## src/rtl/branch_hazard_unit.sv

```systemverilog
// ID-stage branch controller: stalls on rs/rt hazards, then resolves the branch.
// Drives PC select, branch target and IF/ID flush, and counts taken branches.
module branch_hazard_unit #(
    parameter int PCBITS  = 32,
    parameter int REGBITS = 5,
    parameter int CNTBITS = 16
) (
    input  logic               i_clk,
    input  logic               i_rst_n,
    input  logic               i_branch,
    input  logic               i_branch_ne,
    input  logic [REGBITS-1:0] i_rs_addr,
    input  logic [REGBITS-1:0] i_rt_addr,
    input  logic               i_zero,
    input  logic               i_ex_regwrite,
    input  logic               i_ex_memread,
    input  logic [REGBITS-1:0] i_ex_rd,
    input  logic               i_mem_memread,
    input  logic [REGBITS-1:0] i_mem_rd,
    input  logic [PCBITS-1:0]  i_pc_plus4,
    input  logic [PCBITS-1:0]  i_imm,
    output logic               o_stall,
    output logic               o_bubble,
    output logic               o_pc_src,
    output logic               o_if_id_flush,
    output logic [PCBITS-1:0]  o_branch_target,
    output logic [CNTBITS-1:0] o_taken_cnt
);

    typedef enum logic [1:0] {
        S_IDLE    = 2'd0,
        S_STALL   = 2'd1,
        S_RESOLVE = 2'd2
    } state_t;

    state_t             r_state;
    state_t             w_state_nxt;
    logic [1:0]         r_scnt;
    logic [1:0]         w_scnt_nxt;
    logic [CNTBITS-1:0] r_taken_cnt;

    logic w_br;
    logic w_ex_match;
    logic w_mem_match;
    logic w_hexl;
    logic w_hexa;
    logic w_hmem;
    logic w_stall;
    logic w_resolve;
    logic w_taken;

    assign w_br = i_branch | i_branch_ne;

    // Register 0 is hard-wired, so a write to it is never a real dependency.
    assign w_ex_match  = (i_ex_rd != '0) &&
                         ((i_ex_rd == i_rs_addr) || (i_ex_rd == i_rt_addr));
    assign w_mem_match = (i_mem_rd != '0) &&
                         ((i_mem_rd == i_rs_addr) || (i_mem_rd == i_rt_addr));

    assign w_hexl = i_ex_regwrite & i_ex_memread & w_ex_match;
    assign w_hexa = i_ex_regwrite & ~i_ex_memread & w_ex_match;
    assign w_hmem = i_mem_memread & w_mem_match;

    always_comb begin
        w_state_nxt = r_state;
        w_scnt_nxt  = r_scnt;
        w_stall     = 1'b0;
        w_resolve   = 1'b0;
        case (r_state)
            S_IDLE: begin
                if (w_br) begin
                    if (w_hexl) begin
                        w_stall     = 1'b1;
                        w_scnt_nxt  = 2'd1;
                        w_state_nxt = S_STALL;
                    end else if (w_hexa || w_hmem) begin
                        w_stall     = 1'b1;
                        w_state_nxt = S_RESOLVE;
                    end else begin
                        w_resolve = 1'b1;
                    end
                end
            end
            S_STALL: begin
                if (!w_br) begin
                    w_state_nxt = S_IDLE;
                end else begin
                    w_stall    = 1'b1;
                    w_scnt_nxt = r_scnt - 2'd1;
                    if (r_scnt == 2'd1) begin
                        w_state_nxt = S_RESOLVE;
                    end
                end
            end
            S_RESOLVE: begin
                w_resolve   = w_br;
                w_state_nxt = S_IDLE;
            end
            default: begin
                w_state_nxt = S_IDLE;
            end
        endcase
    end

    // BEQ wins when both branch flavours are asserted.
    assign w_taken = w_resolve & (i_branch ? i_zero : ~i_zero);

    always_ff @(posedge i_clk or negedge i_rst_n) begin
        if (!i_rst_n) begin
            r_state     <= S_IDLE;
            r_scnt      <= 2'd0;
            r_taken_cnt <= '0;
        end else begin
            r_state <= w_state_nxt;
            r_scnt  <= w_scnt_nxt;
            if (w_taken) begin
                r_taken_cnt <= r_taken_cnt + CNTBITS'(1);
            end
        end
    end

    assign o_stall         = w_stall & i_rst_n;
    assign o_bubble        = w_stall & i_rst_n;
    assign o_pc_src        = w_taken & i_rst_n;
    assign o_if_id_flush   = w_taken & i_rst_n;
    assign o_branch_target = i_pc_plus4 + (i_imm << 2);
    assign o_taken_cnt     = r_taken_cnt;

endmodule

```

## config.mk

```make
export PLATFORM = sky130hd
export DESIGN_NAME = branch_hazard_unit
export DESIGN_NICKNAME = d
export VERILOG_FILES = /design/src/rtl/branch_hazard_unit.sv
export SDC_FILE = /design/constraint.sdc
export NUM_CORES = 1
export LEC_CHECK = 0
export ABC_AREA = 0
export CORE_MARGIN = 2
export CORE_UTILIZATION = 41
export DETAILED_ROUTE_END_ITERATION = 8
export GPL_TIMING_DRIVEN = 0
export HOLD_SLACK_MARGIN = 0.1
export PLACE_DENSITY = 0.8
export SLEW_MARGIN = 10
export SYNTH_ARGS = -nofsm -noshare
export SYNTH_HDL_FRONTEND = slang
export SYNTH_SLANG_ARGS = --single-unit
```

## constraint.sdc

```tcl
create_clock -name i_clk -period 4.3 [get_ports i_clk]
set_input_delay 0.86 -clock i_clk [delete_from_list [all_inputs] [get_ports i_clk]]
set_output_delay 0.86 -clock i_clk [all_outputs]
set_load 0.02 [all_outputs]
```

==> results.py, run 1 <==
metrics = {
    "yosys": {
        "synth.avg_cell_area_um2": 8.14,
        "syn_inst": 376,
        "synth_enable_flop_cells": 0,
        "netlist.area_leader.share_pct": 16.4,
        "post_synth_instance_area_um2": 3060,
        "synth_seq_cells": 20,
        "seq_area_frac_synth_pct": 16.4,
        "synth.net_count": 500,
        "ys.warnings.count": 0,
        "ys_types": 59,
        "area_contributors_post_synth": "dfrtp_1, ha_1, xor2_1, xnor2_1, a21oi_1",
        "async_reset_ff_share_pct": 100,
        "synth_area_leader": "dfrtp_1",
        "yosys_most_used_dff": "dfrtp_1",
    },
    "timing": {
        "setup-violations-final": 0,
        "setup_repair_after_global_routing_missed_its_margin": "true",
        "final-hold-violation-count": 0,
        "skew_ns": 0.00122,
        "worst_pin_slew_ns": 0.903,
        "final.setup.tns_ns": 0,
        "maxClockFrequency_ghz": 0.235,
        "layout_setup_ws_ns": 0.0492,
        "slew_headroom_pct": 39.6,
        "fin_crit_ns": 4.25,
        "post-route-period-util_pct": 98.9,
        "final_max_slew_viol_count": 0,
    },
    "pwr": {
        "power.share.clock_pct": 11.2,
        "power_internal_w": 0.000714,
        "power.switching_w": 0.000547,
        "power_w": 0.00126,
        "leakage_power_nw": 2.11,
        "sw_frac_of_total_pct": 43.4,
        "p_seq_share_pct": 22.6,
        "vdd.ir_drop.worst_mv": 0.270,
        "pwr_density_cell_nw_per_um2": 262,
        "p_comb_share_pct": 66.2,
    },
    "global_route": {
        "grt_pass1_wl_mm": 15.8,
        "grt_remaining_overflow": 0,
        "pin_count_of_the_biggest_net_entering_global_routing": 23,
        "antenna_found_initial": 0,
        "global_route.usage.met1_pct": 28.5,
        "busiest_layer": "met2",
        "grt.total_usage_pct": 22.7,
        "first_global_vias": 3367,
        "globalRouteMet2Util_pct": 40.0,
        "use_met3_pct": 3.42,
    },
    "cts": {
        "ctsRootBufferMaster": "clkbuf_8",
        "postCtsHoldBufs": 0,
        "clock-sinks": 20,
        "cts.reportedPaths.clkPinSlew_ns": 0.07,
        "worst_skew_late_latency_ns": 0.25,
        "cts_made_buffers": 3,
        "h-tree-depth": 1,
        "ctsLongestPathBuffers": 2,
        "cts_tree": "done",
    },
    "detailed_routing": {
        "drcViolationCount": 0,
        "detail_route.vias_per_cell": 5.49,
        "drt-pass1-iter-count": 4,
        "wl_per_cell_um": 15.6,
        "dr_total_vias": 3387,
        "drtIter0Drc": 115,
        "detail-route-antenna-nets": 0,
        "detail_route.wirelength_mm": 9.63,
    },
    "floorplan": {
        "floorplan.die.width_um": 90.4,
        "floorplan.rows": 31,
        "design.core.area_um2": 7250,
        "io_pins": 144,
        "initial_util_pct": 42.2,
        "full_die_area_um2": 8170,
        "fp.dieH_um": 90.4,
    },
    "finish": {
        "drive_above_1_share_pct": 13.3,
        "antenna_cells": 0,
        "ff_latch_area_um2": 500,
        "syn2layout_area_growth_pct": 57.3,
        "finish.cell_count_without_fillers": 617,
        "layout.nets": 643,
        "fillers": 591,
        "multi_input_comb_area_um2": 2610,
    },
    "setup_path": {
        "worst_ep_arrival_time_ns": 3.39,
        "data_required_time_at_the_worst_endpoint_ns": 3.44,
        "crit_path_end_kind": "output port",
        "critical_path_peak_fanout": 4,
        "cp-start-kind": "input pin",
        "timing.setup.critical_path_class": "in -> out",
    },
    "place": {
        "pre_cts_ws_ns": -0.933,
        "routabilityCongestion": 0.889,
        "place.detailed.instances": 614,
        "port_buffers": 139,
        "place.detailed.hpwl_mm": 7.84,
    },
    "status": {
        "run_status": "finished, final reports clean",
    },
    "flow_run": {
        "drv.max_cap_violation_count": 0,
    },
    "hold_path": {
        "min_path_type": "reg -> reg",
    },
}
## kinds of logic after synthesis
| family | count (synthesis) | share of synthesized area, % |
|---|---|---|
| compound gates | 113 | 25.7 |
| xor+xnor | 59 | 16.9 |
| fa+ha+maj | 32 | 13.3 |
| buf+inv | 29 | 4.33 |
| flops | 20 | 16.4 |
| mux | 4 | 1.43 |
| simple gates | 119 | 22.0 |
## layer usage
metal | up-vias | share of wire (%)
met5 | - | 0
met3 | 26 | 5.5
li1 | 1686 | -
met2 | 109 | 48
met4 | 0 | 2.6
met1 | 1566 | 43
## sequential cells by signal, indices dropped and copies added (netlist names)
signal,cells
o_taken_cnt,16
r_state,2
r_scnt,2
## cells in the mapped netlist (4+ instances only)
library cell	n
o211ai_1	9
a21o_1	14
xnor2_1	26
a211oi_1	11
a22oi_1	4
and3_1	6
xor2_1	33
nor2_1	20
o21ai_0	18
nand3_1	10
nor4_1	5
ha_1	31
dfrtp_1	20
nand2_1	28
inv_1	15
a21oi_1	26
clkbuf_1	8
nor3_1	15
buf_4	4
nand2b_1	5
nand4_1	8
and2_1	5
## critical path: stages
cell             delay, ns
clkdlybuf4s50_1       0.51
ha_4                  0.23
o211ai_1              0.22
a21o_4                0.15
a311oi_4              0.12
buf_4                 0.18
a2111o_1              0.44
and4_1                0.23
nor4_2                0.27
buf_4                 0.18
## power by group through the flow
stage,Combinational [W],Clock (W),Sequential [W]
after floorplan,0.000424,0,0.000318
after global routing,0.000905,0.000149,0.000293
after CTS,0.000815,0.000141,0.000286
after detailed placement,0.000822,0,0.000288
after global placement,0.000809,0,0.000287
final,0.000835,0.000141,0.000285
## layout make-up
type | count | share of cell area (%)
Tap cell | 99 | 2.57
Buffer | 8 | 1.12
Sequential cell | 20 | 10.4
Timing Repair Buffer | 144 | 29.4
Clock buffer | 4 | 1.14
Inverter | 15 | 1.17
Multi-Input combinational cell | 327 | 54.2
## timing repair
action                                  CTS  global route
buffers inserted                          2             3
endpoints found under the setup margin   20            19
pin swaps                                10             9
gates resized for setup                  58            45
## layout by cell type, fill, tap and decap left out, drive strengths merged, types with 11 or more instances in the layout
cell / instances
xnor2: 26
a21oi: 26
buf: 17
o21ai: 19
ha: 31
inv: 15
dlymetal6s2s: 12
a211oi: 11
nor2: 20
dfrtp: 20
a21o: 14
clkdlybuf4s50: 110
xor2: 33
nand2: 28
nor3: 16
## path summary, 6_finish.rpt
kind / start / end / slack [ns] / depth (start not counted)
max: i_imm[3] / o_branch_target[30] / 0.05 / 10
min: o_taken_cnt[15]$_DFFE_PN0P_ / o_taken_cnt[15]$_DFFE_PN0P_ / 0.49 / 1
max reg2reg: o_taken_cnt[2]$_DFFE_PN0P_ / o_taken_cnt[13]$_DFFE_PN0P_ / 2.31 / 6
min reg2reg: o_taken_cnt[15]$_DFFE_PN0P_ / o_taken_cnt[15]$_DFFE_PN0P_ / 0.49 / 1
max in group asynchronous: i_rst_n / r_scnt[1]$_DFFE_PN0P_ / 2.64 / 1
min in group asynchronous: i_rst_n / o_taken_cnt[1]$_DFFE_PN0P_ / 1.11 / 1
## metrics by stage
step / util [%] / hold WS (ns) / instance area (um^2)
4_1_cts: 64.2 / 0.484 / 4660
5_1_grt: 66.4 / 0.497 / 4810
2_1_floorplan: - / 0.464 / 3060
6_report: 66.4 / 0.485 / 4810
3_3_place_gp: 63.1 / 0.459 / 4580
3_5_place_dp: 63.1 / 0.461 / 4580
(Power assumes the default switching activity.)
==> inputs of run 2 (changes only) <==
--- a/config.mk
+++ b/config.mk
@@ -6,8 +6,10 @@
 export NUM_CORES = 1
 export LEC_CHECK = 0
 export ABC_AREA = 0
+export CAP_MARGIN = 40
 export CORE_MARGIN = 2
 export CORE_UTILIZATION = 41
+export CTS_CLUSTER_DIAMETER = 50
 export DETAILED_ROUTE_END_ITERATION = 8
 export GPL_TIMING_DRIVEN = 0
 export HOLD_SLACK_MARGIN = 0.1
==> results.py, run 2 (synthesis results as in run 1) <==
metrics = {
    "status": {
        "run_status": "finished, final reports clean",
    },
    "finish": {
        "drive_above_1_share_pct": 14.4,
        "final_standard_cell_area_without_fillers_um2": 4830,
        "largest_register_ff_count": 16,
        "layout.nets": 648,
        "finish.cell_count_without_fillers": 621,
        "fillers": 611,
        "ff_latch_area_um2": 500,
        "antenna_cells": 0,
        "fin_util_pct": 66.6,
        "leading_cell_types_in_the_layout_fill_and_taps_excluded": "clkdlybuf4s50_1, xor2_1, nand2_1, xnor2_1, a21oi_1",
        "syn2layout_area_growth_pct": 57.7,
        "multi_input_comb_area_um2": 2600,
        "mostFrequentLayoutCell": "clkdlybuf4s50_1",
    },
    "detailed_routing": {
        "wirelength_met1_mm": 4.32,
        "drtIter0Drc": 104,
        "highest-signal-layer": "met4",
        "drt-pass1-iter-count": 4,
        "dr_total_vias": 3433,
        "drcViolationCount": 0,
        "met3WireLength_um": 466,
        "detail_route.vias_per_cell": 5.53,
        "wl_per_cell_um": 15.9,
        "detail_route.wirelength_mm": 9.87,
        "met2_length_mm": 4.89,
        "detail-route-antenna-nets": 0,
    },
    "place": {
        "place.detailed.hpwl_mm": 7.91,
        "port_buffers": 139,
        "place_area_um2": 4590,
        "place.detailed.instances": 615,
        "routabilityCongestion": 0.889,
    },
    "floorplan": {
        "initial_util_pct": 42.2,
        "io_pins": 144,
        "full_die_area_um2": 8170,
        "fp.dieH_um": 90.4,
        "floorplan.die.width_um": 90.4,
        "floorplan.rows": 31,
        "design.core.area_um2": 7250,
    },
    "pwr": {
        "power_w": 0.00125,
        "leakage_power_nw": 2.12,
        "pwr_density_cell_nw_per_um2": 259,
        "vdd.ir_drop.worst_mv": 0.298,
    },
    "timing": {
        "final_max_slew_viol_count": 0,
        "maxClockFrequency_ghz": 0.236,
        "worst_pin_slew_ns": 0.543,
        "final-hold-violation-count": 0,
        "setup_repair_after_global_routing_missed_its_margin": "true",
        "final.setup.tns_ns": 0,
        "skew_ns": 0.00368,
        "post-route-period-util_pct": 98.6,
        "fin_crit_ns": 4.24,
        "setup-violations-final": 0,
        "slew_headroom_pct": 63.8,
    },
    "global_route": {
        "grt_pass1_wl_mm": 15.9,
        "grt_remaining_overflow": 0,
        "first_global_vias": 3348,
        "antenna_found_initial": 0,
        "grt.total_usage_pct": 22.7,
        "pin_count_of_the_biggest_net_entering_global_routing": 15,
    },
    "cts": {
        "ctsLongestPathBuffers": 2,
        "h-tree-depth": 1,
        "ctsRootBufferMaster": "clkbuf_8",
        "cts.reportedPaths.clkPinSlew_ns": 0.07,
        "cts_made_buffers": 3,
        "worst_skew_late_latency_ns": 0.26,
        "clock-sinks": 20,
        "postCtsHoldBufs": 0,
        "cts_tree": "done",
    },
    "setup_path": {
        "critical_path_peak_fanout": 4,
        "crit_path_end_kind": "output port",
        "timing.setup.critical_path_class": "in -> out",
        "cp-start-kind": "input pin",
        "worst_ep_arrival_time_ns": 3.38,
        "data_required_time_at_the_worst_endpoint_ns": 3.44,
    },
    "hold_path": {
        "min_path_type": "reg -> reg",
    },
    "flow_run": {
        "drv.max_cap_violation_count": 0,
    },
}
run 2: cell types whose count changed in the layout (fill, tap and decap cells not counted), moves of 2 or more:
cell and change:
buf_4 +5, a211oi_1 +2, a211oi_2 -2, dlygate4sd2_1 -2
run 2: routing by layer:
| layer | vias to the layer above | global-route usage [%] |
|---|---|---|
| li1 | 1695 | - |
| met3 | 17 | 3.01 |
| met4 | 0 | 5.51 |
| met5 | - | 0 |
| met1 | 1617 | 28.9 |
| met2 | 104 | 40.7 |
run 2: report_power, final:
group / switching, W / internal [W] / leakage (nW)
Sequential: 0.0000536 / 0.000232 / 0.262
Combinational: 0.000441 / 0.000404 / 1.84
Clock: 0.0000579 / 0.0000624 / 0.0216
Total: 0.000552 / 0.000699 / 2.12
run 2: cell type report:
type / count / area share [%]
Multi-Input combinational cell: 327 / 53.8
Timing Repair Buffer: 149 / 30.1
Sequential cell: 20 / 10.4
Buffer: 8 / 1.11
Clock buffer: 3 / 0.855
Tap cell: 99 / 2.57
Inverter: 15 / 1.17
run 2: path summary, 6_finish.rpt:
kind | start | endpoint | slack (ns) | cells after the start
worst max-delay path | i_pc_plus4[5] | o_branch_target[30] | 0.06 | 10
worst min-delay path | o_taken_cnt[15]$_DFFE_PN0P_ | o_taken_cnt[15]$_DFFE_PN0P_ | 0.48 | 1
worst max register to register | o_taken_cnt[2]$_DFFE_PN0P_ | o_taken_cnt[13]$_DFFE_PN0P_ | 2.31 | 6
worst min register to register | o_taken_cnt[15]$_DFFE_PN0P_ | o_taken_cnt[15]$_DFFE_PN0P_ | 0.48 | 1
max in group asynchronous | i_rst_n | r_scnt[1]$_DFFE_PN0P_ | 2.94 | 2
min in group asynchronous | i_rst_n | o_taken_cnt[1]$_DFFE_PN0P_ | 0.92 | 1
run 2: critical path, stage by stage:
cell             delay [ns]
clkdlybuf4s50_1        0.51
ha_4                   0.23
o211ai_1               0.22
a21o_4                 0.15
a311oi_4               0.12
buf_4                  0.18
a2111o_1               0.45
and4_1                 0.21
nor4_2                 0.27
buf_4                  0.19
run 2: stage by stage:
stage               hold WS [ns]  worst slack [ns]
floorplan                  0.464             0.158
global placement           0.459            -0.961
detailed placement         0.463            -0.998
CTS                        0.479           0.00509
global route               0.494           -0.0398
finish                     0.483            0.0607
run 2: repair_timing:
item / CTS / global route
gates resized for setup: 69 / 39
buffers inserted: 4 / 5
setup endpoints to repair: 20 / 18
pin swaps: 10 / 9
